<file path="src/rtl/cq_pkg.sv">
// Shared defaults, the queue entry record and sizing helpers for the condition-queue issue scheduler.
package cq_pkg;

  localparam int CQ_DEPTH           = 8;
  localparam int CQ_DATA_WIDTH      = 32;
  localparam int CQ_CONDITION_WIDTH = 2;
  localparam int CQ_INDEX_WIDTH     = 4;

  typedef struct packed {
    logic [CQ_DATA_WIDTH-1:0]      data;
    logic [CQ_CONDITION_WIDTH-1:0] condition;
    logic [CQ_INDEX_WIDTH-1:0]     index;
  } cq_entry_t;

  function automatic int cq_occ_width(input int depth);
    return $clog2(depth + 1);
  endfunction

endpackage

</file>
<file path="src/rtl/cq_age_select.sv">
// Oldest-ready selection: grants the ready slot that no other ready slot is older than.
module cq_age_select
  import cq_pkg::*;
#(
  parameter int DEPTH = CQ_DEPTH
) (
  input  logic [DEPTH-1:0]            ready,
  input  logic [DEPTH-1:0][DEPTH-1:0] older,
  output logic [DEPTH-1:0]            grant,
  output logic                        grant_valid
);

  logic [DEPTH-1:0] blocked;

  // older[j][i] set means j was allocated before i; stale rows of free slots are masked by ready.
  always_comb begin
    blocked = '0;
    for (int i = 0; i < DEPTH; i++) begin
      for (int j = 0; j < DEPTH; j++) begin
        if (j != i) begin
          blocked[i] = blocked[i] | (ready[j] & older[j][i]);
        end
      end
    end
    grant       = ready & ~blocked;
    grant_valid = |ready;
  end

endmodule

</file>
<file path="src/rtl/cqentry.sv">
// One condition-queue storage slot: payload, tag and condition bits, ready once all conditions are set.
module cqentry
  import cq_pkg::*;
#(
  parameter int DATA_WIDTH      = CQ_DATA_WIDTH,
  parameter int CONDITION_WIDTH = CQ_CONDITION_WIDTH,
  parameter int INDEX_WIDTH     = CQ_INDEX_WIDTH
) (
  input  logic                       clock,
  input  logic                       reset_n,
  input  logic                       wr_en,
  input  logic                       valid_in,
  input  logic [DATA_WIDTH-1:0]      data_in,
  input  logic [CONDITION_WIDTH-1:0] condition_in,
  input  logic [INDEX_WIDTH-1:0]     index_in,
  input  logic                       update_condition_valid,
  input  logic [CONDITION_WIDTH-1:0] update_condition_in,
  input  logic                       clear_entry,
  output logic                       valid_out,
  output logic [DATA_WIDTH-1:0]      data_out,
  output logic [CONDITION_WIDTH-1:0] condition_out,
  output logic [INDEX_WIDTH-1:0]     index_out,
  output logic                       ready_to_dequeue_out
);

  logic                       valid_q, valid_d;
  logic [DATA_WIDTH-1:0]      data_q, data_d;
  logic [CONDITION_WIDTH-1:0] cond_q, cond_d;
  logic [INDEX_WIDTH-1:0]     index_q, index_d;

  // Clear beats a write beats a wakeup update.
  always_comb begin
    valid_d = valid_q;
    data_d  = data_q;
    cond_d  = cond_q;
    index_d = index_q;
    if (clear_entry) begin
      valid_d = 1'b0;
    end else if (wr_en) begin
      valid_d = valid_in;
      data_d  = data_in;
      cond_d  = condition_in;
      index_d = index_in;
    end else if (update_condition_valid) begin
      cond_d = update_condition_in;
    end
  end

  always_ff @(posedge clock or negedge reset_n) begin
    if (!reset_n) begin
      valid_q <= 1'b0;
      data_q  <= '0;
      cond_q  <= '0;
      index_q <= '0;
    end else begin
      valid_q <= valid_d;
      data_q  <= data_d;
      cond_q  <= cond_d;
      index_q <= index_d;
    end
  end

  assign valid_out            = valid_q;
  assign data_out             = data_q;
  assign condition_out        = cond_q;
  assign index_out            = index_q;
  assign ready_to_dequeue_out = valid_q & (&cond_q);

endmodule

</file>
<file path="src/rtl/cq_issue_sched.sv">
// Issue-stage condition queue: allocates slots on enqueue, applies tag wakeups, issues the oldest ready entry.
module cq_issue_sched
  import cq_pkg::*;
#(
  parameter int DEPTH           = CQ_DEPTH,
  parameter int DATA_WIDTH      = CQ_DATA_WIDTH,
  parameter int CONDITION_WIDTH = CQ_CONDITION_WIDTH,
  parameter int INDEX_WIDTH     = CQ_INDEX_WIDTH
) (
  input  logic                              clock,
  input  logic                              reset_n,
  input  logic                              flush,
  input  logic                              enq_valid,
  output logic                              enq_ready,
  input  logic [DATA_WIDTH-1:0]             enq_data,
  input  logic [CONDITION_WIDTH-1:0]        enq_condition,
  input  logic [INDEX_WIDTH-1:0]            enq_index,
  input  logic                              wakeup_valid,
  input  logic [INDEX_WIDTH-1:0]            wakeup_index,
  input  logic [CONDITION_WIDTH-1:0]        wakeup_mask,
  output logic                              deq_valid,
  input  logic                              deq_ready,
  output logic [DATA_WIDTH-1:0]             deq_data,
  output logic [INDEX_WIDTH-1:0]            deq_index,
  output logic [cq_occ_width(DEPTH)-1:0]    occupancy
);

  localparam int OCC_W = cq_occ_width(DEPTH);

  logic [DEPTH-1:0]           slot_valid, slot_ready;
  logic [DEPTH-1:0]           wr_en, clear, upd_valid, alloc, grant;
  logic [DATA_WIDTH-1:0]      slot_data [DEPTH];
  logic [CONDITION_WIDTH-1:0] slot_cond [DEPTH];
  logic [INDEX_WIDTH-1:0]     slot_index [DEPTH];
  logic [CONDITION_WIDTH-1:0] upd_cond [DEPTH];
  logic [CONDITION_WIDTH-1:0] enq_cond;
  logic                       any_ready, enq_fire, deq_fire;

  logic [DEPTH-1:0][DEPTH-1:0] older_q, older_d;
  logic [OCC_W-1:0]            occ_q, occ_d;

  // Lowest-numbered free slot; the descending loop lets the smallest index win.
  always_comb begin
    alloc = '0;
    for (int i = DEPTH - 1; i >= 0; i--) begin
      if (!slot_valid[i]) begin
        alloc    = '0;
        alloc[i] = 1'b1;
      end
    end
  end

  assign enq_ready = (|(~slot_valid)) & ~flush;
  assign enq_fire  = enq_valid & enq_ready;
  assign enq_cond  = enq_condition |
                     ((wakeup_valid && (wakeup_index == enq_index)) ? wakeup_mask : '0);

  cq_age_select #(.DEPTH(DEPTH)) u_age_select (
    .ready       (slot_ready),
    .older       (older_q),
    .grant       (grant),
    .grant_valid (any_ready)
  );

  assign deq_valid = any_ready & ~flush;
  assign deq_fire  = deq_valid & deq_ready;

  always_comb begin
    deq_data  = '0;
    deq_index = '0;
    if (deq_valid) begin
      for (int i = 0; i < DEPTH; i++) begin
        if (grant[i]) begin
          deq_data  = deq_data | slot_data[i];
          deq_index = deq_index | slot_index[i];
        end
      end
    end
  end

  assign clear = {DEPTH{flush}} | ({DEPTH{deq_fire}} & grant);
  assign wr_en = {DEPTH{enq_fire}} & alloc;

  // A slot leaving this cycle must not also take a wakeup update.
  always_comb begin
    for (int i = 0; i < DEPTH; i++) begin
      upd_valid[i] = wakeup_valid & slot_valid[i] & (slot_index[i] == wakeup_index) &
                     ~clear[i] & ~wr_en[i];
      upd_cond[i]  = slot_cond[i] | wakeup_mask;
    end
  end

  // New slot is younger than every survivor of this cycle.
  always_comb begin
    older_d = older_q;
    if (flush) begin
      older_d = '0;
    end else if (enq_fire) begin
      for (int k = 0; k < DEPTH; k++) begin
        if (alloc[k]) begin
          older_d[k] = '0;
          for (int i = 0; i < DEPTH; i++) begin
            older_d[i][k] = slot_valid[i] & ~clear[i];
          end
        end
      end
    end
  end

  always_comb begin
    if (flush) begin
      occ_d = '0;
    end else begin
      occ_d = occ_q + OCC_W'(enq_fire) - OCC_W'(deq_fire);
    end
  end

  always_ff @(posedge clock or negedge reset_n) begin
    if (!reset_n) begin
      older_q <= '0;
      occ_q   <= '0;
    end else begin
      older_q <= older_d;
      occ_q   <= occ_d;
    end
  end

  assign occupancy = occ_q;

  for (genvar g = 0; g < DEPTH; g++) begin : g_slot
    cqentry #(
      .DATA_WIDTH      (DATA_WIDTH),
      .CONDITION_WIDTH (CONDITION_WIDTH),
      .INDEX_WIDTH     (INDEX_WIDTH)
    ) u_entry (
      .clock                  (clock),
      .reset_n                (reset_n),
      .wr_en                  (wr_en[g]),
      .valid_in               (1'b1),
      .data_in                (enq_data),
      .condition_in           (enq_cond),
      .index_in               (enq_index),
      .update_condition_valid (upd_valid[g]),
      .update_condition_in    (upd_cond[g]),
      .clear_entry            (clear[g]),
      .valid_out              (slot_valid[g]),
      .data_out               (slot_data[g]),
      .condition_out          (slot_cond[g]),
      .index_out              (slot_index[g]),
      .ready_to_dequeue_out   (slot_ready[g])
    );
  end

endmodule

</file>
<file path="config.mk">
export PLATFORM = sky130hd
export DESIGN_NAME = cq_issue_sched
export DESIGN_NICKNAME = d
export VERILOG_FILES = /design/src/rtl/cq_pkg.sv /design/src/rtl/cq_age_select.sv /design/src/rtl/cqentry.sv /design/src/rtl/cq_issue_sched.sv
export SDC_FILE = /design/constraint.sdc
export NUM_CORES = 1
export LEC_CHECK = 0
export ABC_AREA = 1
export BUFFER_PORTS_ARGS = -buffer_cell sky130_fd_sc_hd__buf_2
export CAP_MARGIN = 0
export CORE_ASPECT_RATIO = 0.6
export CORE_MARGIN = 2
export CORE_UTILIZATION = 35
export DETAILED_ROUTE_END_ITERATION = 10
export GPL_TIMING_DRIVEN = 1
export HOLD_SLACK_MARGIN = 0.12
export MAX_ROUTING_LAYER = met4
export PLACE_DENSITY = 0.5
export SYNTH_ARGS = -nofsm -noshare
export SYNTH_HDL_FRONTEND = slang
export SYNTH_SLANG_ARGS = --single-unit
</file>
<file path="constraint.sdc">
create_clock -name clock -period 3.4 [get_ports clock]
set_clock_uncertainty 0.2 [all_clocks]
set_input_delay 0.68 -clock clock [delete_from_list [all_inputs] [get_ports clock]]
set_output_delay 0.68 -clock clock [all_outputs]
set_load 0.02 [all_outputs]
</file>
==> results.toml <==
[status]
status = "finished with violations"
violations = "setup timing"

[clocking]
clock-sinks = 372
numCtsBuffers = 38
cts-root-buf = "clkbuf_16"
cts_buffer_depth = 3
worstSkewPairLatency_ns = 0.56
clkSlewWorstSetupHoldPaths_ns = 0.06
cts_tree = "yes"
cts-htree-levels = 2

[final_layout]
area_growth_pct = 23.9
num_antenna_cells = 0
fin_util_pct = 43.8
final_cell_mix = "nand2_1, dfrtp_1, o21ai_0"
fin_cells = 3172
layout-drive-gt1-share_pct = 19.8
final_common_cell = "nand2_1"
finalInstanceArea_sq_mm = 0.0222
nets = 2508

[critical_path]
critical_path_class = "reg -> out"
worst-path-max-fanout = 7
critPathLaunchType = "flop"
cp-startpoint = "g_slot[6].u_entry.valid_out"
cp.required_ns = 2.52
r2r_setup_slack_ns = 0.36
r2r_end = "older_q[59]"
cp.arrival_ns = 2.53
ff2ff_path_depth = 10
timing.rr.start = "g_slot[1].u_entry.valid_out"
setup.worst_path.end_class = "output pin"

[timing]
timing.final.crit_share_pct = 100
maxSlewHeadroom_pct = 49.3
worst_pin_slew_ns = 0.760
drv_slew = 0
min_period_ns = 3.41
hold_viol = 0
setup-violations-final = 1
final.setup.tns_ns = -0.00537
rsz0062_at_grt = "true"
max_freq_mhz = 294
worst_slack_ns = -0.00537

[grt]
grt_max_degree = 78
track_usage_pct = 27.4
antenna_found_initial = 1
grt_pass1_vias = 16000
grt_first_pass_wirelength_mm = 105
grt_overflow = 0

[floorplan]
rows = 64
fp.dieW_um = 296
pin_count = 92
die_height_um = 179
core_sq_mm = 0.0508
initial_utilization_pct = 35.3
dieArea_sq_mm = 0.0531

[yosys]
synthSimpleGateAreaFrac_pct = 29.5
ys.warnings.count = 0
syn-num-nets = 2359
synth_compound_area_share_pct = 11.3
avgSynthCellArea_sq_um = 7.79
yosysSeqAreaShare_pct = 51.9
async_reset_ff_share_pct = 100
ys_types = 38
synth_area_sq_mm = 0.0179
synth_top_family_by_area = "simple AND/OR/NAND/NOR gates"
synth.area.top_cells = "dfrtp_1, nand2_1, o21ai_0, nand3_1, nor2_1"
ys_seq_elements = 372
dominantRegCellSynth = "dfrtp_1"
synth_edf_count = 0
synth.top_cell.area_share_pct = 51.9
synth_cells = 2304
synthAdderAreaFrac_pct = 0.391
synth_top_area_cell = "dfrtp_1"
synth_xor_area_share_pct = 0.928
synth.mux.area_fraction_pct = 0

[place]
portBuffers = 91
gp_congestion = 0.953
dp_cells = 3050
place_ws_ns = 0.229
dp_hpwl_mm = 44.1
place_area_sq_mm = 0.0194

[pwr]
powerDensity_mw_per_mm2 = 461
vdd_drop_max_mv = 0.319
power.leakage_nw = 10.9

[hold_path]
min_path_type = "in -> reg"
min_from = "enq_data[1]"
min_to = "g_slot[5].u_entry.data_out[1]"
hold_depth = 3

[routing]
viasPerCell = 5.29
drt_wl_total_mm = 70.9
dr.pass1.iters = 8
drc = 0
antenna_left = 0
wire_per_inst_um = 22.4
vias = 16800
drtIter0Drc = 1768

[flow_run]
cap_violations = 0
[where the power goes]
group	switching (mW)	internal, mW	total (mW)	leakage, nW
Sequential	0.216	4.79	5.01	4.90
Combinational	0.658	0.325	0.983	5.39
Clock	1.91	2.35	4.26	0.591
Total	2.79	7.47	10.3	10.9
[flip-flops by register name, summed over array words and instances (netlist names)]
register,cells
g_slot.u_entry.condition_out,16
g_slot.u_entry.data_out,256
g_slot.u_entry.index_out,32
g_slot.u_entry.valid_out,8
occupancy,4
older_q,56
[layer usage]
| metal | routed length [um] | global-route usage [%] | part of all wire [%] | vias to the layer above |
|---|---|---|---|---|
| met5 | 0 | - | 0 | - |
| met4 | 1110 | 4.97 | 1.6 | 0 |
| met3 | 7160 | 5.75 | 10 | 87 |
| met2 | 29100 | 38.2 | 41 | 733 |
| met1 | 33500 | 40.9 | 47 | 8252 |
| li1 | - | - | - | 7709 |
[Yosys cell counts, types with 16 or more instances]
| library cell | count |
|---|---|
| inv_1 | 111 |
| buf_4 | 17 |
| o21ai_1 | 19 |
| nor2_1 | 148 |
| nand2_1 | 856 |
| buf_2 | 50 |
| a21oi_1 | 46 |
| o21ai_0 | 328 |
| dfrtp_1 | 372 |
| clkbuf_1 | 41 |
| nand3_1 | 186 |
| nand4_1 | 16 |
[worst max path at each step]
stage	end	slack, ns	depth (start not counted)
2_1_floorplan	deq_data[11]	0.66	12
3_3_place_gp	deq_data[0]	0.21	10
3_5_place_dp	deq_data[3]	0.23	10
4_1_cts	deq_data[18]	0.0007	12
5_1_grt	deq_data[29]	-0.08	10
6_report	deq_data[0]	-0.005	10
[critical path, cell delays in order (launching register included)]
cell and delay, ns:
dfrtp_2 0.42, inv_4 0.06, nor2_4 0.26, nand2_2 0.14, nor2_4 0.21, nand2_4 0.16, buf_12 0.19, o21ai_4 0.13
nor2_2 0.07, a21oi_4 0.18, buf_6 0.15
[cells by family (layout without fill, tap and decap cells)]
kind of cell,count (synthesis),in the layout
buf+inv,243,418
compound gates,402,402
fa+ha+maj,5,5
xor+xnor,19,19
simple gates,1263,1263
flops,372,372
[layout make-up]
type                       instances  area, sq um
fill                            5145        28500
tap                              693          867
clock buffer                      51         1060
sequential                       372         9320
multi-input combinational       1689         8110
timing repair inverter             1         8.76
clock inverter                    15          148
timing repair buffer             224         2200
inverter                         127          514
[what timing repair did]
item                                   CTS  global route
hold buffers                             1             0
gates resized for setup                 92           222
pin swaps                               17            77
cloned                                   2             7
endpoints found under the hold margin   70             0
buffers inserted                        25            22
setup endpoints to repair               36            37
[stage by stage]
stage               total power [mW]  hold WS [ns]
floorplan                       5.56         0.184
global placement                5.95         0.256
detailed placement              5.98         0.259
CTS                             10.3         0.138
global route                    10.7         0.156
finish                          10.3         0.148
Note: power is estimated with default switching activity, not from simulation.
